## src/rtl/mem_port_arbiter_pkg.sv

```systemverilog
// Shared definitions for the data-memory port arbiter: FSM states, port indices,
// default access timeout and the grant-decision helper.
package mem_port_arbiter_pkg;

    typedef enum logic [1:0] {
        ST_IDLE   = 2'd0,
        ST_ACCESS = 2'd1,
        ST_DONE   = 2'd2
    } arb_state_t;

    localparam logic PORT_CPU    = 1'b0;
    localparam logic PORT_DMA    = 1'b1;
    localparam int   TIMEOUT_DEF = 15;

    // On a tie, round-robin hands the port to whoever did not complete last.
    function automatic logic pick_grant(input logic req0, input logic req1,
                                        input logic last_grant, input logic rr_mode);
        if (req0 && req1) begin
            return rr_mode ? ~last_grant : PORT_CPU;
        end
        return req1 ? PORT_DMA : PORT_CPU;
    endfunction

endpackage

```

## src/rtl/mem_port_arbiter_timeout_cnt.sv

```systemverilog
// Access watchdog: 8-bit counter cleared while idle, counting ACCESS cycles.
// o_expire is high during the TIMEOUT-th counted cycle, so the FSM can abort on that edge.
module arb_timeout_cnt
    import mem_port_arbiter_pkg::*;
#(
    parameter int TIMEOUT = TIMEOUT_DEF
) (
    input  logic i_clk,
    input  logic i_reset,
    input  logic i_clr,
    input  logic i_en,
    output logic o_expire
);

    logic [7:0] r_cnt;

    always_ff @(posedge i_clk) begin
        if (i_reset || i_clr) begin
            r_cnt <= '0;
        end else if (i_en && (r_cnt != 8'hFF)) begin
            r_cnt <= r_cnt + 8'd1;
        end
    end

    assign o_expire = i_en && (r_cnt == 8'(TIMEOUT - 1));

endmodule

```

## src/rtl/mem_port_arbiter.sv

```systemverilog
// Two-requester arbiter (CPU port 0, DMA port 1) for the single data-memory port.
// One access at a time; memory-side signals and completion outputs are registered.
module mem_port_arbiter
    import mem_port_arbiter_pkg::*;
#(
    parameter int A_W     = 8,
    parameter int DW      = 32,
    parameter int TIMEOUT = TIMEOUT_DEF,
    parameter int RR_MODE = 1
) (
    input  logic           i_clk,
    input  logic           i_reset,
    input  logic           i_req0,
    input  logic           i_req1,
    input  logic           i_wr0,
    input  logic           i_wr1,
    input  logic [A_W-1:0] i_addr0,
    input  logic [A_W-1:0] i_addr1,
    input  logic [DW-1:0]  i_wdata0,
    input  logic [DW-1:0]  i_wdata1,
    output logic           o_ack0,
    output logic           o_ack1,
    output logic [DW-1:0]  o_rdata0,
    output logic [DW-1:0]  o_rdata1,
    output logic           o_err,
    output logic           o_busy,
    output logic           o_mem_req,
    output logic           o_mem_wr_en,
    output logic [A_W-1:0] o_mem_addr,
    output logic [DW-1:0]  o_mem_wdata,
    input  logic [DW-1:0]  i_mem_rdata,
    input  logic           i_mem_ack
);

    arb_state_t     r_state;
    logic           r_gnt;
    logic           r_last_grant;
    logic           r_ack0;
    logic           r_ack1;
    logic           r_err;
    logic           r_busy;
    logic           r_mem_req;
    logic           r_mem_wr_en;
    logic [A_W-1:0] r_mem_addr;
    logic [DW-1:0]  r_mem_wdata;
    logic [DW-1:0]  r_rdata0;
    logic [DW-1:0]  r_rdata1;

    logic w_gnt;
    logic w_expire;

    assign w_gnt = pick_grant(i_req0, i_req1, r_last_grant, RR_MODE != 0);

    arb_timeout_cnt #(.TIMEOUT(TIMEOUT)) u_timeout (
        .i_clk    (i_clk),
        .i_reset  (i_reset),
        .i_clr    (r_state == ST_IDLE),
        .i_en     (r_state == ST_ACCESS),
        .o_expire (w_expire)
    );

    always_ff @(posedge i_clk) begin
        if (i_reset) begin
            r_state      <= ST_IDLE;
            r_gnt        <= PORT_CPU;
            r_last_grant <= PORT_DMA;
            r_ack0       <= 1'b0;
            r_ack1       <= 1'b0;
            r_err        <= 1'b0;
            r_busy       <= 1'b0;
            r_mem_req    <= 1'b0;
            r_mem_wr_en  <= 1'b0;
            r_mem_addr   <= '0;
            r_mem_wdata  <= '0;
            r_rdata0     <= '0;
            r_rdata1     <= '0;
        end else begin
            case (r_state)
                ST_IDLE: begin
                    if (i_req0 || i_req1) begin
                        r_gnt       <= w_gnt;
                        r_mem_req   <= 1'b1;
                        r_mem_wr_en <= w_gnt ? i_wr1 : i_wr0;
                        r_mem_addr  <= w_gnt ? i_addr1 : i_addr0;
                        r_mem_wdata <= w_gnt ? i_wdata1 : i_wdata0;
                        r_busy      <= 1'b1;
                        r_state     <= ST_ACCESS;
                    end
                end
                ST_ACCESS: begin
                    // A late ack on the expiry cycle still counts as success.
                    if (i_mem_ack || w_expire) begin
                        r_mem_req   <= 1'b0;
                        r_mem_wr_en <= 1'b0;
                        r_ack0      <= (r_gnt == PORT_CPU);
                        r_ack1      <= (r_gnt == PORT_DMA);
                        r_err       <= !i_mem_ack;
                        r_state     <= ST_DONE;
                        if (i_mem_ack) begin
                            r_last_grant <= r_gnt;
                            if (!r_mem_wr_en) begin
                                if (r_gnt == PORT_DMA) r_rdata1 <= i_mem_rdata;
                                else                   r_rdata0 <= i_mem_rdata;
                            end
                        end else begin
                            if (r_gnt == PORT_DMA) r_rdata1 <= '0;
                            else                   r_rdata0 <= '0;
                        end
                    end
                end
                ST_DONE: begin
                    r_ack0  <= 1'b0;
                    r_ack1  <= 1'b0;
                    r_err   <= 1'b0;
                    r_busy  <= 1'b0;
                    r_state <= ST_IDLE;
                end
                default: r_state <= ST_IDLE;
            endcase
        end
    end

    assign o_ack0      = r_ack0;
    assign o_ack1      = r_ack1;
    assign o_rdata0    = r_rdata0;
    assign o_rdata1    = r_rdata1;
    assign o_err       = r_err;
    assign o_busy      = r_busy;
    assign o_mem_req   = r_mem_req;
    assign o_mem_wr_en = r_mem_wr_en;
    assign o_mem_addr  = r_mem_addr;
    assign o_mem_wdata = r_mem_wdata;

endmodule
```

## config.mk

```make
export PLATFORM = sky130hd
export DESIGN_NAME = mem_port_arbiter
export DESIGN_NICKNAME = d
export VERILOG_FILES = /design/src/rtl/mem_port_arbiter_pkg.sv /design/src/rtl/mem_port_arbiter_timeout_cnt.sv /design/src/rtl/mem_port_arbiter.sv
export SDC_FILE = /design/constraint.sdc
export NUM_CORES = 1
export LEC_CHECK = 0
export CAP_MARGIN = 20
export CORE_MARGIN = 5
export CORE_UTILIZATION = 40
export CTS_CLUSTER_DIAMETER = 100
export DETAILED_ROUTE_END_ITERATION = 8
export PLACE_DENSITY = 0.79
export SYNTH_ARGS = -nofsm -noshare
export SYNTH_HDL_FRONTEND = slang
export SYNTH_SLANG_ARGS = --single-unit
```

## constraint.sdc

```tcl
create_clock -name i_clk -period 1.9 [get_ports i_clk]
set_input_delay 0.38 -clock i_clk [delete_from_list [all_inputs] [get_ports i_clk]]
set_output_delay 0.38 -clock i_clk [all_outputs]
set_load 0.01 [all_outputs]
```

======== Yosys cells after proc, flatten, opt, wreduce, memory -nomap -nowiden ========
Cells that the tools add are included.
storage, ports and cells
  output and inout port bits .............. 110
  register bits ........................... 122
  memories kept ........................... 0
  bits in latches ......................... 0
  memory bits (writable) .................. 0
  bits in read-only memories .............. 0
  input bits .............................. 119
cells by class
  reductions and logical operators ........ 21
  muxes and demuxes ....................... 30
  multipliers ............................. 0
  add/sub/neg operators ................... 1
  bitwise gates (word level) .............. 2
  magnitude comparators ................... 0
  div/mod/pow operators ................... 0
  eq/ne operators ......................... 9
  shifts and indexed selects .............. 0
operators by type and width
  operator                                                                 count
  32-bit 2-to-1 mux                                                        9
  1-bit one-hot mux with 2 select lines                                    6
  1-bit 2-to-1 mux                                                         11
  5-bit AND reduction                                                      2
  2-bit nonzero test                                                       5
  8-bit by 1-bit adder with 8-bit output, second input constant            1
  8-bit by 4-bit equality test with 1-bit output, second input constant    1
  8-bit 2-to-1 mux                                                         1
  2-bit inequality test, second input constant                             4
  8-bit inequality test, second input constant                             1
  2-bit AND reduction                                                      4
  3-bit AND reduction                                                      2
  2-bit 2-to-1 mux                                                         2
  2-bit one-hot mux with 2 select lines                                    1
  1-bit logical AND                                                        3
  1-bit logical OR                                                         3
  2-bit by 1-bit equality test with 1-bit output, second input constant    1
  2-bit equality test, second input constant                               1
  2-bit zero test                                                          1
  2-bit by 1-bit inequality test with 1-bit output, second input constant  1
  1-bit NOT                                                                2
  1-bit zero test                                                          1

======== Longest topological paths before layout ========
Gate-level depths: netlist of run 1.
  depth in word-level cells ............... 6
  mapped depth ............................ 7

======== By module ========
A second synthesis of run 1 with hierarchy kept.
second synthesis, totals
  cell total of the unflattened synthesis .. 582
  area total of the unflattened synthesis .. 5,485.3 um^2
by module, submodules not included
  module            cells each  area each (um^2)  seq. area each (um^2)  times used
  mem_port_arbiter  528         5,006.1           2,282.2                1
  arb_timeout_cnt   54          479.2             160.2                  1

======== Worst setup path after synthesis of run 1 ========
No wires, ideal clock.
  path type ............................... register -> register
  start point ............................. reg u_timeout.r_cnt[7]
  end point ............................... reg r_rdata0[19], in the netlist o_rdata0[19]
  data required time ...................... 1.783 ns
  arrival time ............................ 1.609 ns
  slack ................................... 0.174 ns
  library setup time ...................... 0.117 ns
  path buffers ............................ 1
  clock period less this slack ............ 1.726 ns
  stages on the path, launching flop included .. 6
  cells stage by stage .................... dfxtp_1 > or4_4 > o31ai_4 > a21oi_2 > buf_6 > a32o_1
on the way
  word-level cells in the longest chain between the ends .. 4
ends and longest elaborated chain
  item                                            line                                text
  start, declared                                 mem_port_arbiter_timeout_cnt.sv:15  logic [7:0] r_cnt;
  start signal, assigned                          mem_port_arbiter_timeout_cnt.sv:21  r_cnt <= r_cnt + 8'd1;
  8-bit by 4-bit equality test with 1-bit output  mem_port_arbiter_timeout_cnt.sv:25  assign o_expire = i_en && (r_cnt == 8'(TIMEOUT - 1));
  1-bit logical AND                               mem_port_arbiter_timeout_cnt.sv:25
  1-bit logical OR                                mem_port_arbiter.sv:92              if (i_mem_ack || w_expire) begin
  5-bit AND reduction (no source line)            n/a
  end signal, assigned                            mem_port_arbiter.sv:103             else r_rdata0 <= i_mem_rdata;
  end, declared                                   mem_port_arbiter.sv:46              logic [DW-1:0] r_rdata0;
Every way passes these cells.
A chain may end at the register's enable or synchronous reset.

======== Final worst setup path of run 1 ========
  start point ............................. reg u_timeout.r_cnt[7]
  end point ............................... reg r_rdata0[16], in the netlist o_rdata0[16]
Same word-level chain as after synthesis.

==> results of run 1 <==
## final cells by class
class,count,share of cell area
Clock inverter,14,0.0159
Multi-Input combinational cell,263,0.264
Sequential cell,122,0.317
Timing Repair Buffer,245,0.322
Clock buffer,18,0.0570
Inverter,2,0.000974
Tap cell,143,0.0232
## power breakdown
part	leakage [uW]	switching (uW)	internal [uW]
combinational	0.00154	525	674
sequential	0.000997	86.3	2710
clock	0.000265	1180	1830
## worst max path at each step
| stage | slack, ns | to | from | cells past startpoint |
|---|---|---|---|---|
| after floorplan | 0.17 | o_rdata0[19]$_SDFFE_PP0P_ | u_timeout.r_cnt[7]$_SDFFE_PP0P_ | 5 |
| final | 0.1 | o_rdata0[16]$_SDFFE_PP0P_ | u_timeout.r_cnt[7]$_SDFFE_PP0P_ | 5 |
| after CTS | 0.09 | o_rdata1[9]$_SDFFE_PP0P_ | u_timeout.r_cnt[7]$_SDFFE_PP0P_ | 5 |
| after global routing | 0.02 | o_rdata0[16]$_SDFFE_PP0P_ | u_timeout.r_cnt[7]$_SDFFE_PP0P_ | 5 |
| after global placement | 0.03 | o_mem_wdata[1]$_SDFFE_PP0P_ | i_req1 | 5 |
| after detailed placement | -0.009 | o_mem_wdata[28]$_SDFFE_PP0P_ | i_req1 | 5 |
## sequential cells by signal, indices dropped and copies added (netlist names)
name and flops:
r_gnt 1, o_mem_wr_en 1, o_mem_addr 8, o_rdata0 32
o_err 1, o_busy 1, o_mem_wdata 32, r_state 2
o_mem_req 1, r_last_grant 1, o_rdata1 32, u_timeout.r_cnt 8
o_ack0 1, o_ack1 1
## cells in the final DEF (no fill, tap or decap), drive strengths merged, types with 2 or more instances in the layout
cell             n
a211oi          41
a21boi           2
a21oi            6
a31oi            2
a32o            64
and2             2
buf             18
clkbuf          18
clkdlybuf4s50  227
clkinv           5
clkinvlp         5
dfxtp          122
ha               2
inv              5
mux2i           42
nand2            7
nand2b           4
nand3            3
nand3b           3
nand4            3
nor2            53
nor2b            2
nor3             2
nor4             3
o211ai           2
o21ai            3
o21ba            2
or4              2
xor2             4
## per-layer routing
metal  vias up  part of all wire  routed length (um)
met3        24              0.12                1650
li1       2099                 -                   -
met1      2081              0.40                5630
met5         -                 0                   0
met2       210              0.46                6510
met4         0             0.020                 277
## worst register-to-register path: cells and delay by family (launching register included)
family / cells / cell delay (ns)
AO/OA/AOI/OAI: 3 / 0.63
buffers and inverters: 1 / 0.18
AND/OR/NAND/NOR: 1 / 0.57
flip-flops: 1 / 0.31
## synthesized netlist by cell type, types with 3 or more instances
cell and instances:
nor4_1 3, nand3b_1 3, a32o_1 64, nor2_1 53
nand2_1 7, nand2b_1 4, nand4_1 3, buf_6 6
nand3_1 3, clkbuf_1 30, buf_2 4, dfxtp_1 122
o21ai_0 3, xor2_1 4, a21oi_1 4, a211oi_1 41
mux2i_1 42
## through the flow
stage | TNS (ns) | setup slack (ns)
finish | 0 | 0.0955
global route | 0 | 0.0186
CTS | 0 | 0.0860
global placement | 0 | 0.0298
detailed placement | -0.00855 | -0.00855
floorplan | 0 | 0.174
## cells by family (layout without fill, tap and decap cells)
kind of cell    Yosys count  count (layout)
compound gates          127             127
flops                   122             122
simple gates             87              87
buf+inv                  43             279
mux                      42              42
xor+xnor                  5               5
fa+ha+maj                 2               2
==> impl_metrics.ini, run 1 <==
[grt]
grt_use_met3 = 0.0980
antenna_found_initial = 0
first_global_vias = 4440
grt_overflow = 0
use_met1 = 0.220
grt_usage = 0.196
top_usage_layer = met2
grt_max_degree = 65
gr-usage-met2 = 0.321
grt_pass1_wl_mm = 22.5

[clocking]
cts.sink_count = 122
cts_inserted_buffers = 17
cts_tree = done
ctsHoldBuffers = 0
path_clk_slew_ns = 0.06
clock_path_buffers = 2
cts-root-buf = clkbuf_16
insertion_delay_ns = 0.41
cts.repair.resized = 0
post_cts_buffers = 0
h-tree-depth = 4

[logic_synthesis]
synth-edff-count = 0
synth_simple_gate_area_share = 0.0866
ys_ff_latch = 122
synthMuxAreaShare = 0.0901
synth-xor-area-share = 0.00938
synth_top_cell_area_share = 0.523
synth_top_cell_by_area = dfxtp_1
ys_warn_count = 0
synth_compound_area_frac = 0.240
synthCells = 428
syn_area_um2 = 4670
async_flop_share = 0
avgSynthCellArea_um2 = 10.9
synth_flop_cell = dfxtp_1
synth_area_leaders = dfxtp_1 52%, a32o_1 14%, mux2i_1 9.0%
ys_seq_area_frac = 0.523
syn_nets = 549
synth_fa_ha_area_frac = 0.00536
synthDistinctLibCells = 40
synth_top_family_by_area = compound AO/OA/AOI/OAI gates

[hold_path]
worstHoldPathCells = 2
hold_path.startpoint = i_reset
whs_endpoint = o_err$_SDFFE_PP0P_
hold_class = input pin to register

[pwr]
power.leakage_uw = 0.00280
ir_drop_mv = 0.572
power_uw = 7020
powerDensity_nw_per_um2 = 911

[floorplanning]
ios = 229
initial_core_util = 0.409
die_w_um = 118
die_h_um = 118
rows = 39
core_um2 = 11400
dieArea_um2 = 13900

[run_status]
status = completed

[placement]
port_buffers = 228
place_area_um2 = 7140
place_congestion = 0.806
dp_cells = 775
hpwl_mm = 10.4

[setup_path]
crit_chain = or4_4, o31ai_4, a21oi_2, buf_12, a32o_1
r2r_slack_ns = 0.1
cp.required_ns = 2.19
crit_path_start_kind = register
reg2reg_depth = 5
critPathTopFamily = compound AO/OA/AOI/OAI gates
worstPathArrival_ns = 2.10
reg2reg_from = u_timeout.r_cnt[7]$_SDFFE_PP0P_
r2r-end = o_rdata0[16]$_SDFFE_PP0P_
path_buf_inv = 1
critPathSlowestCell = or4_4
crit_type = register to register
cpPeakStageDelay_ns = 0.57
path_max_fanout = 32
endpoint_kind = register

[layout]
final_util = 0.675
layout.nets = 772
fillers = 882
diodes = 0
finalInstanceArea_um2 = 7700
finalNonFillerCells = 807
drive_above_1_share = 0.0919
flow.area_growth_from_synthesis_pct = 65.1
multi_input_area_um2 = 2030
ff_latch_area_um2 = 2440

[sta]
rsz0062_at_grt = false
worst_pin_slew_ns = 0.398
finalCriticalPeriod_ns = 1.80
timing.fmax_mhz = 554
fin_skew_ns = 0.00485
post-route-period-util = 0.950
finalHoldViolCount = 0
slew_headroom = 0.735
setup_viol = 0
slew_viol_final = 0
whs_ns = 0.428

[drt]
post-route-drc-count = 0
post_drt_wl_per_cell_um = 17.4
drt-total-wl_mm = 14.1
ant_nets = 0
first_iter_violations = 352
dr.pass1.iters = 5
vias_per_cell = 5.47
dr_total_vias = 4414

[run]
timing.max_cap.violations = 0
Note: power is estimated with default switching activity, not from simulation.
==> inputs of run 2 (changes only) <==
==> constraint.sdc (replaced) <==
create_clock -name i_clk -period 1.9 [get_ports i_clk]
set_input_delay 0.38 -clock i_clk [delete_from_list [all_inputs] [get_ports i_clk]]
set_output_delay 0.38 -clock i_clk [all_outputs]
set_load 0.02 [all_outputs]
==> results of run 2 <==
Same layout as run 1 (identical final DEF). Status: completed.
Among the figures that moved: total power 7020 uW -> 7130 uW; worst IR drop on VDD 0.572 mV -> 0.577 mV
